### src/rtl/connect_mode_ctrl.sv
// -----------------------------------------------------------------------------
// connect_mode_ctrl
//
// Purpose:
//   Owns the CONNECT path select (AIDC compressed path vs. XHB bypass path).
//   The requested mode comes from the APB enable source. The registered select
//   drives CONNECT's ENABLE_i. A change of mode is never applied while AXI
//   traffic from the CNN engine is in flight. The sequence is:
//     1. new AR/AW address handshakes are blocked,
//     2. outstanding reads (AR .. R last), writes (AW .. B) and any partially
//        sent W burst are allowed to finish,
//     3. the select is flipped.
//   This guarantees that no burst ever straddles a path switch.
//
// Ports:
//   clk, rst_n          clock, asynchronous active-low reset
//   enable_req_i        requested mode (1 = AIDC, 0 = bypass)
//   arvalid_i/arready_i AR handshake from engine / downstream path
//   arvalid_o/arready_o gated AR handshake towards CONNECT / engine
//   rvalid_i/rready_i/rlast_i   R channel, observed only
//   awvalid_i/awready_i AW handshake from engine / downstream path
//   awvalid_o/awready_o gated AW handshake towards CONNECT / engine
//   wvalid_i/wready_i/wlast_i   W channel, observed only
//   bvalid_i/bready_i   B channel, observed only
//   enable_o            registered path select
//   busy_o              high while a mode change is draining or switching
//   switch_done_o       one-cycle pulse in the cycle enable_o changes
//   err_o               sticky: a response arrived with nothing outstanding
// -----------------------------------------------------------------------------
module connect_mode_ctrl #(
  parameter int unsigned CNT_W     = 4,
  parameter int unsigned MAX_OUTST = 15
) (
  input  logic clk,
  input  logic rst_n,
  input  logic enable_req_i,
  input  logic arvalid_i,
  input  logic arready_i,
  output logic arvalid_o,
  output logic arready_o,
  input  logic rvalid_i,
  input  logic rready_i,
  input  logic rlast_i,
  input  logic awvalid_i,
  input  logic awready_i,
  output logic awvalid_o,
  output logic awready_o,
  input  logic wvalid_i,
  input  logic wready_i,
  input  logic wlast_i,
  input  logic bvalid_i,
  input  logic bready_i,
  output logic enable_o,
  output logic busy_o,
  output logic switch_done_o,
  output logic err_o
);

  typedef enum logic [1:0] {
    ST_RUN    = 2'd0,
    ST_DRAIN  = 2'd1,
    ST_SWITCH = 2'd2
  } state_e;

  localparam logic [CNT_W-1:0] CNT_MAX  = CNT_W'(MAX_OUTST);
  localparam logic [CNT_W-1:0] CNT_ONE  = CNT_W'(1);
  localparam logic [CNT_W-1:0] CNT_ZERO = '0;

  // Direction index used by all per-direction vectors: 0 = read, 1 = write.
  localparam int DIR_RD = 0;
  localparam int DIR_WR = 1;

  state_e state_q, state_d;
  logic   enable_q, enable_d;
  logic   switch_done_q, switch_done_d;
  logic   err_q, err_d;
  logic   w_busy_q, w_busy_d;

  logic [1:0][CNT_W-1:0] cnt_q, cnt_d;

  logic [1:0] addr_vld;   // raw address valid from the engine
  logic [1:0] addr_rdy;   // raw address ready from downstream
  logic [1:0] gate_vld;   // gated address valid
  logic [1:0] gate_rdy;   // gated address ready
  logic [1:0] addr_blk;   // address channel blocked
  logic [1:0] addr_hs;    // address handshake accepted (count up)
  logic [1:0] resp_done;  // transaction completed (count down)
  logic [1:0] uflow;      // completion seen with nothing outstanding

  logic w_hs;
  logic idle;
  logic not_run;

  assign not_run = (state_q != ST_RUN);

  // ---------------------------------------------------------------------------
  // Channel bundling
  // ---------------------------------------------------------------------------
  assign addr_vld[DIR_RD]  = arvalid_i;
  assign addr_vld[DIR_WR]  = awvalid_i;
  assign addr_rdy[DIR_RD]  = arready_i;
  assign addr_rdy[DIR_WR]  = awready_i;
  // A read is complete on the last R beat; a write is complete on its B.
  assign resp_done[DIR_RD] = rvalid_i & rready_i & rlast_i;
  assign resp_done[DIR_WR] = bvalid_i & bready_i;

  assign arvalid_o = gate_vld[DIR_RD];
  assign arready_o = gate_rdy[DIR_RD];
  assign awvalid_o = gate_vld[DIR_WR];
  assign awready_o = gate_rdy[DIR_WR];

  // ---------------------------------------------------------------------------
  // Per-direction gating and outstanding-transaction counter
  // ---------------------------------------------------------------------------
  for (genvar gi = 0; gi < 2; gi++) begin : g_dir
    logic [CNT_W-1:0] cnt_nxt;
    logic             uflow_nxt;

    // Both halves of the handshake are masked so neither side can see a
    // completed transfer while the channel is closed.
    assign addr_blk[gi] = not_run | (cnt_q[gi] == CNT_MAX);
    assign gate_vld[gi] = addr_vld[gi] & ~addr_blk[gi];
    assign gate_rdy[gi] = addr_rdy[gi] & ~addr_blk[gi];
    assign addr_hs[gi]  = gate_vld[gi] & gate_rdy[gi];

    always_comb begin
      cnt_nxt   = cnt_q[gi];
      uflow_nxt = 1'b0;
      unique case ({addr_hs[gi], resp_done[gi]})
        2'b10: cnt_nxt = cnt_q[gi] + CNT_ONE;
        2'b01: begin
          // A completion with nothing outstanding is a protocol fault;
          // hold at zero instead of wrapping so drain logic stays sane.
          if (cnt_q[gi] == CNT_ZERO) begin
            uflow_nxt = 1'b1;
          end else begin
            cnt_nxt = cnt_q[gi] - CNT_ONE;
          end
        end
        default: cnt_nxt = cnt_q[gi];
      endcase
    end

    assign cnt_d[gi] = cnt_nxt;
    assign uflow[gi] = uflow_nxt;
  end

  // ---------------------------------------------------------------------------
  // W burst tracking: a W burst may start before its AW, so an open W burst
  // has to hold off the switch on its own.
  // ---------------------------------------------------------------------------
  assign w_hs = wvalid_i & wready_i;

  always_comb begin
    w_busy_d = w_busy_q;
    if (w_hs) begin
      w_busy_d = ~wlast_i;
    end
  end

  assign err_d = err_q | (|uflow);

  // Everything here is registered state, so the drain decision never depends
  // on same-cycle handshakes.
  assign idle = (cnt_q[DIR_RD] == CNT_ZERO) & (cnt_q[DIR_WR] == CNT_ZERO) & ~w_busy_q;

  // ---------------------------------------------------------------------------
  // Mode-change FSM
  // ---------------------------------------------------------------------------
  always_comb begin
    state_d       = state_q;
    enable_d      = enable_q;
    switch_done_d = 1'b0;
    unique case (state_q)
      ST_RUN: begin
        if (enable_req_i != enable_q) begin
          state_d = ST_DRAIN;
        end
      end
      ST_DRAIN: begin
        if (enable_req_i == enable_q) begin
          // Request withdrawn: reopen the channels without touching the select.
          state_d = ST_RUN;
        end else if (idle) begin
          state_d = ST_SWITCH;
        end
      end
      ST_SWITCH: begin
        // The request is sampled again here; if it moved back the select keeps
        // its value and no pulse is produced.
        enable_d      = enable_req_i;
        switch_done_d = (enable_req_i != enable_q);
        state_d       = ST_RUN;
      end
      default: begin
        state_d = ST_RUN;
      end
    endcase
  end

  always_ff @(posedge clk or negedge rst_n) begin
    if (!rst_n) begin
      state_q       <= ST_RUN;
      enable_q      <= 1'b0;
      switch_done_q <= 1'b0;
      err_q         <= 1'b0;
      w_busy_q      <= 1'b0;
      cnt_q         <= '0;
    end else begin
      state_q       <= state_d;
      enable_q      <= enable_d;
      switch_done_q <= switch_done_d;
      err_q         <= err_d;
      w_busy_q      <= w_busy_d;
      cnt_q         <= cnt_d;
    end
  end

  assign enable_o      = enable_q;
  assign busy_o        = not_run;
  assign switch_done_o = switch_done_q;
  assign err_o         = err_q;

endmodule

### config.mk
export PLATFORM = sky130hd
export DESIGN_NAME = connect_mode_ctrl
export DESIGN_NICKNAME = d
export VERILOG_FILES = /design/src/rtl/connect_mode_ctrl.sv
export SDC_FILE = /design/constraint.sdc
export NUM_CORES = 1
export LEC_CHECK = 0
export ABC_CLOCK_PERIOD_IN_PS = 2900
export CORE_MARGIN = 4
export CORE_UTILIZATION = 46
export CTS_CLUSTER_DIAMETER = 150
export DETAILED_ROUTE_END_ITERATION = 8
export PLACE_DENSITY = 0.88
export SLEW_MARGIN = 20
export SYNTH_ARGS = -nofsm -noshare
export SYNTH_HDL_FRONTEND = slang
export SYNTH_SLANG_ARGS = --single-unit
export TNS_END_PERCENT = 5
### constraint.sdc
create_clock -name clk -period 2.9 [get_ports clk]
set_clock_uncertainty 0.05 [all_clocks]
set_input_delay 0.58 -clock clk [delete_from_list [all_inputs] [get_ports clk]]
set_output_delay 0.58 -clock clk [all_outputs]
set_load 0.01 [all_outputs]
==> flow_metrics.env <==
export IMPL_groute_layer_met3_usage_pct=6.12
export IMPL_power_switching_uw=307
export IMPL_wl_um=1690
export IMPL_grt_antenna_before_repair=0
export IMPL_drt_pass1_iterations=4
export IMPL_cp_startpoint="awvalid_i"
export IMPL_buffer_ports_inserted=22
export IMPL_asyncSetResetFlopFracSynth_pct=100
export IMPL_netlist_cell_type_count=29
export IMPL_cell_internal_power_uw=542
export IMPL_final_setup_tns_ns=0
export IMPL_setup_cp_type="in -> reg"
export IMPL_report_final_slew_viol_count=0
export IMPL_slew_limit_headroom_pct=50.6
export IMPL_ys_ff_latch=14
export IMPL_dpl_cell_count=126
export IMPL_tritoncts_clock_tree="yes"
export IMPL_vias_in_the_first_global_route=659
export IMPL_num_vias=689
export IMPL_synth_area_per_cell_sq_um=10.7
export IMPL_endpoint_kind="flip-flop"
export IMPL_pwr_share_clk_pct=16.4
export IMPL_dp_final_hpwl_um=1420
export IMPL_post_layout_minimum_cycle_time_ns=2.67
export IMPL_drt_iter0_markers=3
export IMPL_cts_post_setup_buffers_inserted=0
export IMPL_filler_cell_count=153
export IMPL_floorplan_die_width_um=50.9
export IMPL_p_comb_share_pct=42.8
export IMPL_htreeDepth=1
export IMPL_numClockSinks=14
export IMPL_fp_dieH_um=50.9
export IMPL_post_cts_resize_count=0
export IMPL_cellLeakagePower_uw=0.000514
export IMPL_final_cell_count_no_fill=130
export IMPL_p_sw_share_pct=36.1
export IMPL_max_cap_violations=0
export IMPL_postRouteAntennaNets=0
export IMPL_seq_power_share_pct=40.9
export IMPL_final_weighted_congestion_of_routability_driven_global_placement=0.763
export IMPL_cp_data_arrival_time_ns=2.83
export IMPL_floorplan_die_area_sq_um=2590
export IMPL_ir_drop_mv=0.469
export IMPL_fraction_of_layout_cells_with_a_size_suffix_above_1_pct=13.3
export IMPL_synth_cell_area_sq_um=846
export IMPL_tightestPinTransition_ns=0.734
export IMPL_rsz0062_at_grt="false"
export IMPL_crit_path_required_time_ns=3.06
export IMPL_min_delay_path_class="reg -> reg"
export IMPL_crit_share_post_route_pct=92.2
export IMPL_floorplan_core_area_sq_um=1730
export IMPL_timing_reg2reg_setup_slack_ns=0.56
export IMPL_ys_flop_type="dfrtp_1"
export IMPL_grt_met2_usage_pct=25.9
export IMPL_cts_root_buffer="clkbuf_4"
export IMPL_final_hold_viol_count=0
export IMPL_yosysWarnings=0
export IMPL_cts_made_buffers=3
export IMPL_design_portCount=23
export IMPL_rr_startpoint="state_q[1]"
export IMPL_grt_first_pass_wirelength_um=2820
export IMPL_p_per_area_nw_per_um2=748
export IMPL_critical_path_startpoint_type="input port"
export IMPL_timing_hold_worst_start="err_o"
export IMPL_max_clock_path_buffers=2
export IMPL_maxClockFrequency_ghz=0.374
export IMPL_global_route_usage_met1_pct=16.3
export IMPL_seq_area_frac_synth_pct=41.4
export IMPL_clk_latency_ns=0.28
export IMPL_timing_critical_path_fanout_max=4
export IMPL_core_rowCount=15
export IMPL_clkTransAtPathRegs_ns=0.08
export IMPL_synth_edf_count=0
export IMPL_outcome="finished, final reports clean"
export IMPL_track_usage_pct=14.5
export IMPL_fin_nets=127
export IMPL_n_antenna_cell=0
export IMPL_initial_utilization_pct=49.0
export IMPL_grt_busiest_layer="met2"
export IMPL_maximum_number_of_pins_on_one_net_before_global_route_repair=15
export IMPL_setup_viol_count_final=0
export IMPL_syn_inst=79
export IMPL_drc_violations_left=0
export IMPL_cts_hold_buf=0
export IMPL_wire_per_inst_um=13.0
export IMPL_postSynthNetCount=100
export IMPL_grt_overflow=0
export IMPL_layout_area_overhead_vs_synth_pct=34.0
export IMPL_routed_via_density=5.30
## cell usage after synthesis (all sizes together) (4+ instances only)
cell   instances  share of area, %
and3           5               4.0
dfrtp         14                41
ha             4               5.9
inv            7               3.1
nand2          4               1.8
nand4          5               4.4
xnor2          6               6.2
## critical path, cell delays in order
cell	delay, ns
clkdlybuf4s50_1	0.48
nor4bb_1	0.51
a21oi_1	0.24
ha_1	0.32
a21o_1	0.17
a21oi_1	0.16
mux2i_1	0.24
xnor2_1	0.14
## logic make-up (layout without fill, tap and decap cells)
family | after synthesis | in the layout | synth area share, %
compound gates | 9 | 9 | 8.43
xor+xnor | 6 | 6 | 6.21
fa+ha+maj | 6 | 6 | 10.7
buf+inv | 7 | 33 | 3.11
flops | 14 | 14 | 41.4
mux | 6 | 6 | 7.54
simple gates | 31 | 31 | 22.6
## sequential cells by signal (all words and copies together) (netlist names)
register / cells
cnt_q: 8
enable_o: 1
err_o: 1
state_q: 2
switch_done_o: 1
w_busy_q: 1
## worst paths after layout
path	endpoint	cells after the start
max reg2reg	cnt_q[3]	8
max	cnt_q[7]	8
min reg2reg	err_o	1
min in group asynchronous	cnt_q[6]	1
min	err_o	1
max in group asynchronous	cnt_q[0]	1
## per-layer routing
| layer | share of wire (%) | vias to the layer above |
|---|---|---|
| li1 | - | 339 |
| met4 | 0.59 | 0 |
| met1 | 40 | 324 |
| met2 | 52 | 23 |
| met3 | 7.2 | 3 |
| met5 | 0 | - |
## layout make-up
class                   instances  area, sq um  area share (%)
clock buffers                   4         36.3            3.20
well taps                      25         31.3            2.76
multi-input cells              58          469            41.4
repair buffers                 22          220            19.4
flip-flops and latches         14          350            30.9
inverters                       7         26.3            2.32
## cells in the final DEF, fill, tap and decap left out, types with 2 or more instances in the layout
cell type        netlist  routed
mux2_2                 3       3
inv_1                  7       7
and3_1                 3       3
nor4_1                 2       2
xnor2_1                6       6
clkbuf_4               0       3
ha_1                   4       4
nor2_1                 3       3
nor2b_1                3       3
nand4_1                4       4
and3_2                 2       2
nand3_1                3       3
mux2i_1                3       3
nand2_1                4       4
dfrtp_1               14      14
fa_1                   2       2
a21oi_1                3       3
clkdlybuf4s50_1        0      22
## power groups by stage
stage	Sequential [uW]	Clock (uW)	Combinational, uW
finish	346	139	363
global route	355	154	408
CTS	345	147	368
detailed placement	349	0	367
global placement	345	0	349
floorplan	335	0	259
## metrics by stage
stage                     util [%]  power [uW]  hold WS [ns]  area (sq um)  setup slack (ns)
final                         65.7         848         0.448          1130             0.226
after global routing          65.7         917         0.483          1130            0.0752
after CTS                     65.7         859         0.451          1130             0.258
after detailed placement      63.6         716         0.432          1100           -0.0347
after global placement        63.6         694         0.416          1100             0.140
after floorplan                  -         594         0.234           846             0.707
Note: power is estimated with default switching activity, not from simulation.
